--- config.mk ---
export PLATFORM = sky130hd
export DESIGN_NAME = pes_graycode_counter
export DESIGN_NICKNAME = d
export VERILOG_FILES = /design/src/rtl/pes_graycode_counter.sv
export SDC_FILE = /design/constraint.sdc
export NUM_CORES = 1
export LEC_CHECK = 0
export ABC_AREA = 1
export BUFFER_PORTS_ARGS = -buffer_cell sky130_fd_sc_hd__buf_2
export CAP_MARGIN = 20
export CORE_MARGIN = 2
export CORE_UTILIZATION = 54
export DETAILED_ROUTE_END_ITERATION = 7
export HOLD_SLACK_MARGIN = 0.1
export PLACE_DENSITY = 0.75
export SLEW_MARGIN = 20
export SYNTH_ARGS = -nofsm -noshare
export SYNTH_HDL_FRONTEND = slang
export SYNTH_SLANG_ARGS = --single-unit
--- constraint.sdc ---
create_clock -name clk -period 1.4 [get_ports clk]
set_input_delay 0.07 -clock clk [delete_from_list [all_inputs] [get_ports clk]]
set_output_delay 0.07 -clock clk [all_outputs]
set_load 0.01 [all_outputs]
--- src/rtl/pes_graycode_counter.sv ---
// -----------------------------------------------------------------------------
// pes_graycode_counter
//
// Purpose:
//   Free-running, enable-gated Gray-code up-counter. An internal binary count
//   is advanced on each enabled clock edge. Its reflected-binary Gray encoding
//   is presented on a registered output. Because successive outputs differ in
//   exactly one bit, including on the wrap from all-ones back to zero, the
//   output is a safe source for clock-domain-crossing pointers.
//
// Parameters:
//   WIDTH       width of the binary count and of gray_count (must be >= 2)
//
// Ports:
//   clk         in   rising-edge clock; every state update happens on this edge
//   enable      in   count enable, sampled on the rising edge of clk
//   reset       in   synchronous, active-high reset; takes priority over enable
//   gray_count  out  WIDTH-bit Gray code of the current count, driven from a flop
// -----------------------------------------------------------------------------
module pes_graycode_counter #(
  parameter int WIDTH = 8
) (
  input  logic             clk,
  input  logic             enable,
  input  logic             reset,
  output logic [WIDTH-1:0] gray_count
);

  localparam logic [WIDTH-1:0] ONE = {{(WIDTH-1){1'b0}}, 1'b1};

  logic [WIDTH-1:0] bin_q;
  logic [WIDTH-1:0] bin_d;
  logic [WIDTH-1:0] gray_q;
  logic [WIDTH-1:0] gray_d;

  // Next-state logic. The Gray value is derived from the *incremented* binary
  // count, so gray_q always encodes the bin_q held after the same edge. There
  // is no extra pipeline stage between the count and its encoding.
  always_comb begin
    // NOTE: every signal assigned here gets a default first, so no path
    // through the block leaves it unassigned and no latch is inferred.
    bin_d  = bin_q;
    gray_d = gray_q;
    if (enable) begin
      // Wraps naturally modulo 2^WIDTH; all-ones -> zero is also a one-bit
      // Gray step (MSB only), so no special case is needed.
      bin_d  = bin_q + ONE;
      gray_d = bin_d ^ (bin_d >> 1);
    end
  end

  // State registers. Reset is synchronous and overrides enable.
  always_ff @(posedge clk) begin
    // NOTE: sequential state uses non-blocking assignments so every flop
    // samples pre-edge values, independent of statement order.
    if (reset) begin
      bin_q  <= '0;
      gray_q <= '0;
    end else begin
      bin_q  <= bin_d;
      gray_q <= gray_d;
    end
  end

  // Output comes straight from the Gray register: no combinational path from
  // any input, so it cannot glitch between edges.
  assign gray_count = gray_q;

endmodule

# After elaboration in Yosys (flattened, before gate mapping)
# Index checks and enable logic that the tools add are counted.
# op_classes
bitwise_logic	1
add_sub_neg	1
# op_table
cell	n
adder 8 x 1 -> 8 bit (second input constant)	1
bitwise XOR 8 x 7 -> 8 bit	1
# word_totals
output_inout_bits	8
in_bits	3
register_bits	16
elab_cells	4

# Longest topological paths before layout
# logic_depth
ltp_word	2
mapped_depth	9
ltp_nobuf	9

# Worst setup path before layout
# No wires, ideal clock.
# synth_path
path_kind	reg-to-reg
start	register bin_q[0]
end	register gray_q[4], in the netlist gray_count[4]
setup_slack_ps	175
synth_period_minus_slack_ps	1225
arrival_time_ps	1113
stages_incl_launch_ff	10
path_buffers	0
cell_sequence	dfxtp_1 > ha_1 > nand2_2 > clkinv_1 > nand3b_1 > nand2_1 > nand2_2 > nand2_1 > nor2_1 > nor2_1
# synth_between
elab_chain_len	2
# synth_rtl
element	line	rtl
start, declared	31	logic [WIDTH-1:0] bin_q;
start signal, assigned	60	bin_q <= bin_d;
adder 8 x 1 -> 8 bit	47	bin_d = bin_q + ONE;
bitwise XOR 8 x 7 -> 8 bit	48	gray_d = bin_d ^ (bin_d >> 1);
end signal, assigned	61	gray_q <= gray_d;
end, declared	33	logic [WIDTH-1:0] gray_q;
# Every way passes these cells.
# A chain may end at the register's enable or synchronous reset.

# Final worst setup path
# Same ends and word-level chain as after synthesis.

==> impl_metrics.py <==
metrics = {
    "route": {
        "vias_per_cell": 5.23,
        "vias": 821,
        "drt.antenna.violating_nets": 0,
        "drt-initial-drc-count": 34,
        "wl_um": 1830,
        "drc_errors": 0,
        "wl_per_cell_um": 11.6,
        "first_pass_iters": 4,
    },
    "worst_setup_path": {
        "cp.arrival_ns": 1.52,
        "r2r-end": "gray_count[4]",
        "startpoint_type": "flop",
        "crit_fanout": 5,
        "setup.worst_path.end_class": "flop",
        "crit_type": "flop to flop",
        "rr_worst_depth": 9,
        "reg2reg_from": "bin_q[0]",
        "critPathRequiredTime_ns": 1.60,
        "reg2reg_slack_ns": 0.08,
    },
    "synthesis": {
        "synth_compound_gate_area_share_pct": 11.5,
        "postSynth.asyncResetShare_pct": 0,
        "synth_common_cells": "39 x nand2_1, 17 x nor2_1, 15 x dfxtp_1",
        "yosysUniqueCellTypes": 22,
        "synth_area_um2": 852,
        "synthAdderAreaFrac_pct": 1.47,
        "synth_top_family_by_area": "simple AND/OR/NAND/NOR gates",
        "ys.flop_type": "dfxtp_1",
        "synth_top_area_cell": "dfxtp_1",
        "avgSynthCellArea_um2": 6.61,
        "synth_mux_area_share_pct": 0,
        "synth_simple_gate_area_share_pct": 42.4,
        "yosys_warnings": 0,
        "synth-seq-cells": 15,
        "synthCells": 129,
        "ys_seq_area_share_pct": 35.2,
        "synth_most_common_cell": "nand2_1",
        "synth.area.top_cells": "dfxtp_1 35%, nand2_1 17%, nor2_1 7.5%",
        "yosysTopAreaCellShare_pct": 35.2,
        "synth-xor-area-share_pct": 0,
        "synth_edf_count": 0,
        "synth_nets": 133,
    },
    "sta": {
        "fin_setup_tns_ns": 0,
        "max_freq_mhz": 758,
        "min_period_ns": 1.32,
        "slew_headroom_pct": 80.2,
        "finalWorstSetupSlack_ns": 0.0808,
        "setup_violations": 0,
        "post-route-period-util_pct": 94.2,
        "fin_skew_ns": 0.000901,
        "tightest_slew_ns": 0.297,
        "slew_viol_final": 0,
        "finalHoldViolCount": 0,
        "rsz0062_at_grt": "false",
    },
    "floorplan": {
        "die_width_um": 43.7,
        "ioPinCount": 11,
        "coreArea_um2": 1490,
        "die_area_um2": 1910,
        "fp.dieH_um": 43.7,
        "start_util_pct": 57.2,
        "rows": 14,
    },
    "power": {
        "power_frac_seq_pct": 57.2,
        "p_clk_share_pct": 33.6,
        "p_sw_share_pct": 26.3,
        "p_int_mw": 0.571,
        "ir_drop_mv": 0.805,
        "power.switching_mw": 0.204,
        "combPwrFrac_pct": 9.2,
        "power_density_nw_per_um2": 822,
        "power_leakage_nw": 0.428,
    },
    "finish": {
        "antennaDiodeCount": 0,
        "drive_above_1_share_pct": 24.1,
        "area_growth_pct": 10.6,
        "fin_nets": 146,
        "postLayoutCoreUtil_pct": 63.3,
        "instances_no_fill": 157,
        "finalInstanceArea_um2": 942,
        "nFillCells": 140,
    },
    "clocking": {
        "cts-root-buf": "clkbuf_4",
        "clk_pin_slew_ns": 0.09,
        "cts.sinks": 15,
        "clockBufferDepth": 2,
        "cts_made_buffers": 3,
        "cts_tree": "built",
        "cts_setup_buffers": 0,
        "clk_latency_ns": 0.29,
        "ctsHtreeMaxLevel": 1,
    },
    "grt": {
        "overflow": 0,
        "grt_pass1_wl_um": 2910,
        "gr-usage-all-layers_pct": 20.8,
        "grt_max_degree": 18,
        "antenna_found_initial": 0,
        "grt_pass1_vias": 658,
    },
    "worst_hold_path": {
        "hold_path_end": "bin_q[7]",
        "hp-class": "input pin to flop",
        "hold_path_depth": 3,
        "hold_start": "enable",
    },
    "place": {
        "pre_cts_ws_ns": 0.0661,
        "placed_area_um2": 898,
        "portBuffers": 10,
        "dpl.hpwl_um": 1260,
        "placed_cells": 152,
        "gp_congestion": 0.808,
    },
    "outcome": {
        "status": "completed",
    },
    "job": {
        "maxCapViolCount": 0,
    },
}
-- flip-flops by register name (all words and copies together) (netlist names) --
| register | count |
|---|---|
| bin_q | 8 |
| gray_count | 7 |
-- cells by family (layout without fill, tap and decap cells) --
| kind of cell | after synthesis | after routing |
|---|---|---|
| AOI/OAI and AO/OA | 17 | 17 |
| adders and majority gates | 1 | 1 |
| buffers and inverters | 17 | 29 |
| DFF | 15 | 15 |
| and+or+nand+nor | 79 | 79 |
-- metrics by stage --
step | power [mW] | hold slack (ns)
floorplan | 0.503 | 0.232
global placement | 0.520 | 0.372
detailed placement | 0.520 | 0.373
CTS | 0.773 | 0.157
global route | 0.797 | 0.169
finish | 0.775 | 0.154
-- power groups by stage --
stage,Clock (mW),Sequential [mW],Combinational (mW)
final,0.260,0.443,0.0715
after CTS,0.260,0.443,0.0703
after detailed placement,0,0.453,0.0675
after floorplan,0,0.456,0.0473
after global routing,0.274,0.445,0.0786
after global placement,0,0.452,0.0675
-- critical path, cell delays in order, from the launching register on --
cell      delay (ns)
dfxtp_4         0.37
ha_1            0.22
nand2_2         0.12
inv_2           0.05
nand3b_1        0.08
nand2_1         0.08
nand2_2         0.09
nand2_1         0.06
nor2_1          0.11
nor2_1          0.05
-- layout make-up --
class	count	area, µm²	area share, %
well taps	16	20.0	2.12
inverters	13	48.8	5.18
clock buffers	4	26.3	2.79
flip-flops and latches	15	305	32.4
repair buffers	12	67.6	7.17
multi-input cells	97	474	50.3
-- worst max path at each step --
| stage | startpoint | slack (ns) | cells past startpoint | to |
|---|---|---|---|---|
| final | bin_q[0] | 0.08 | 9 | gray_count[4] |
| after global routing | bin_q[0] | 0.0002 | 9 | gray_count[3] |
| after CTS | bin_q[0] | 0.04 | 9 | gray_count[4] |
| after detailed placement | bin_q[0] | 0.07 | 9 | gray_count[4] |
| after global placement | bin_q[0] | 0.12 | 9 | gray_count[4] |
| after floorplan | bin_q[0] | 0.18 | 9 | gray_count[4] |
-- layout by cell type, fill, tap and decap left out, types with 2 or more instances in the layout --
cell / synthesis / routed
a21oi_1: 7 / 7
buf_2: 1 / 10
clkbuf_4: 0 / 3
dfxtp_1: 15 / 13
inv_1: 10 / 10
inv_2: 2 / 3
nand2_1: 39 / 39
nand2_2: 9 / 9
nand3_1: 9 / 9
nand3_2: 2 / 2
nor2_1: 17 / 16
nor2_4: 2 / 2
o21a_1: 2 / 2
o21ai_0: 3 / 2
o21ai_1: 2 / 3
-- metal layers --
layer  up-vias  share of wire [%]  track usage [%]
met1       353                 43             26.5
met4         0                1.9             9.09
met5         -                  0                0
li1        435                  -                -
met3         5                6.6             2.50
met2        28                 48             35.3
-- what timing repair did --
| item | in CTS | in global routing |
|---|---|---|
| endpoints found under the setup margin | 0 | 6 |
| hold endpoints to repair | 8 | 0 |
| hold buffers | 1 | 0 |
| gates resized for setup | 0 | 6 |
Power figures use the tool's default switching activity.
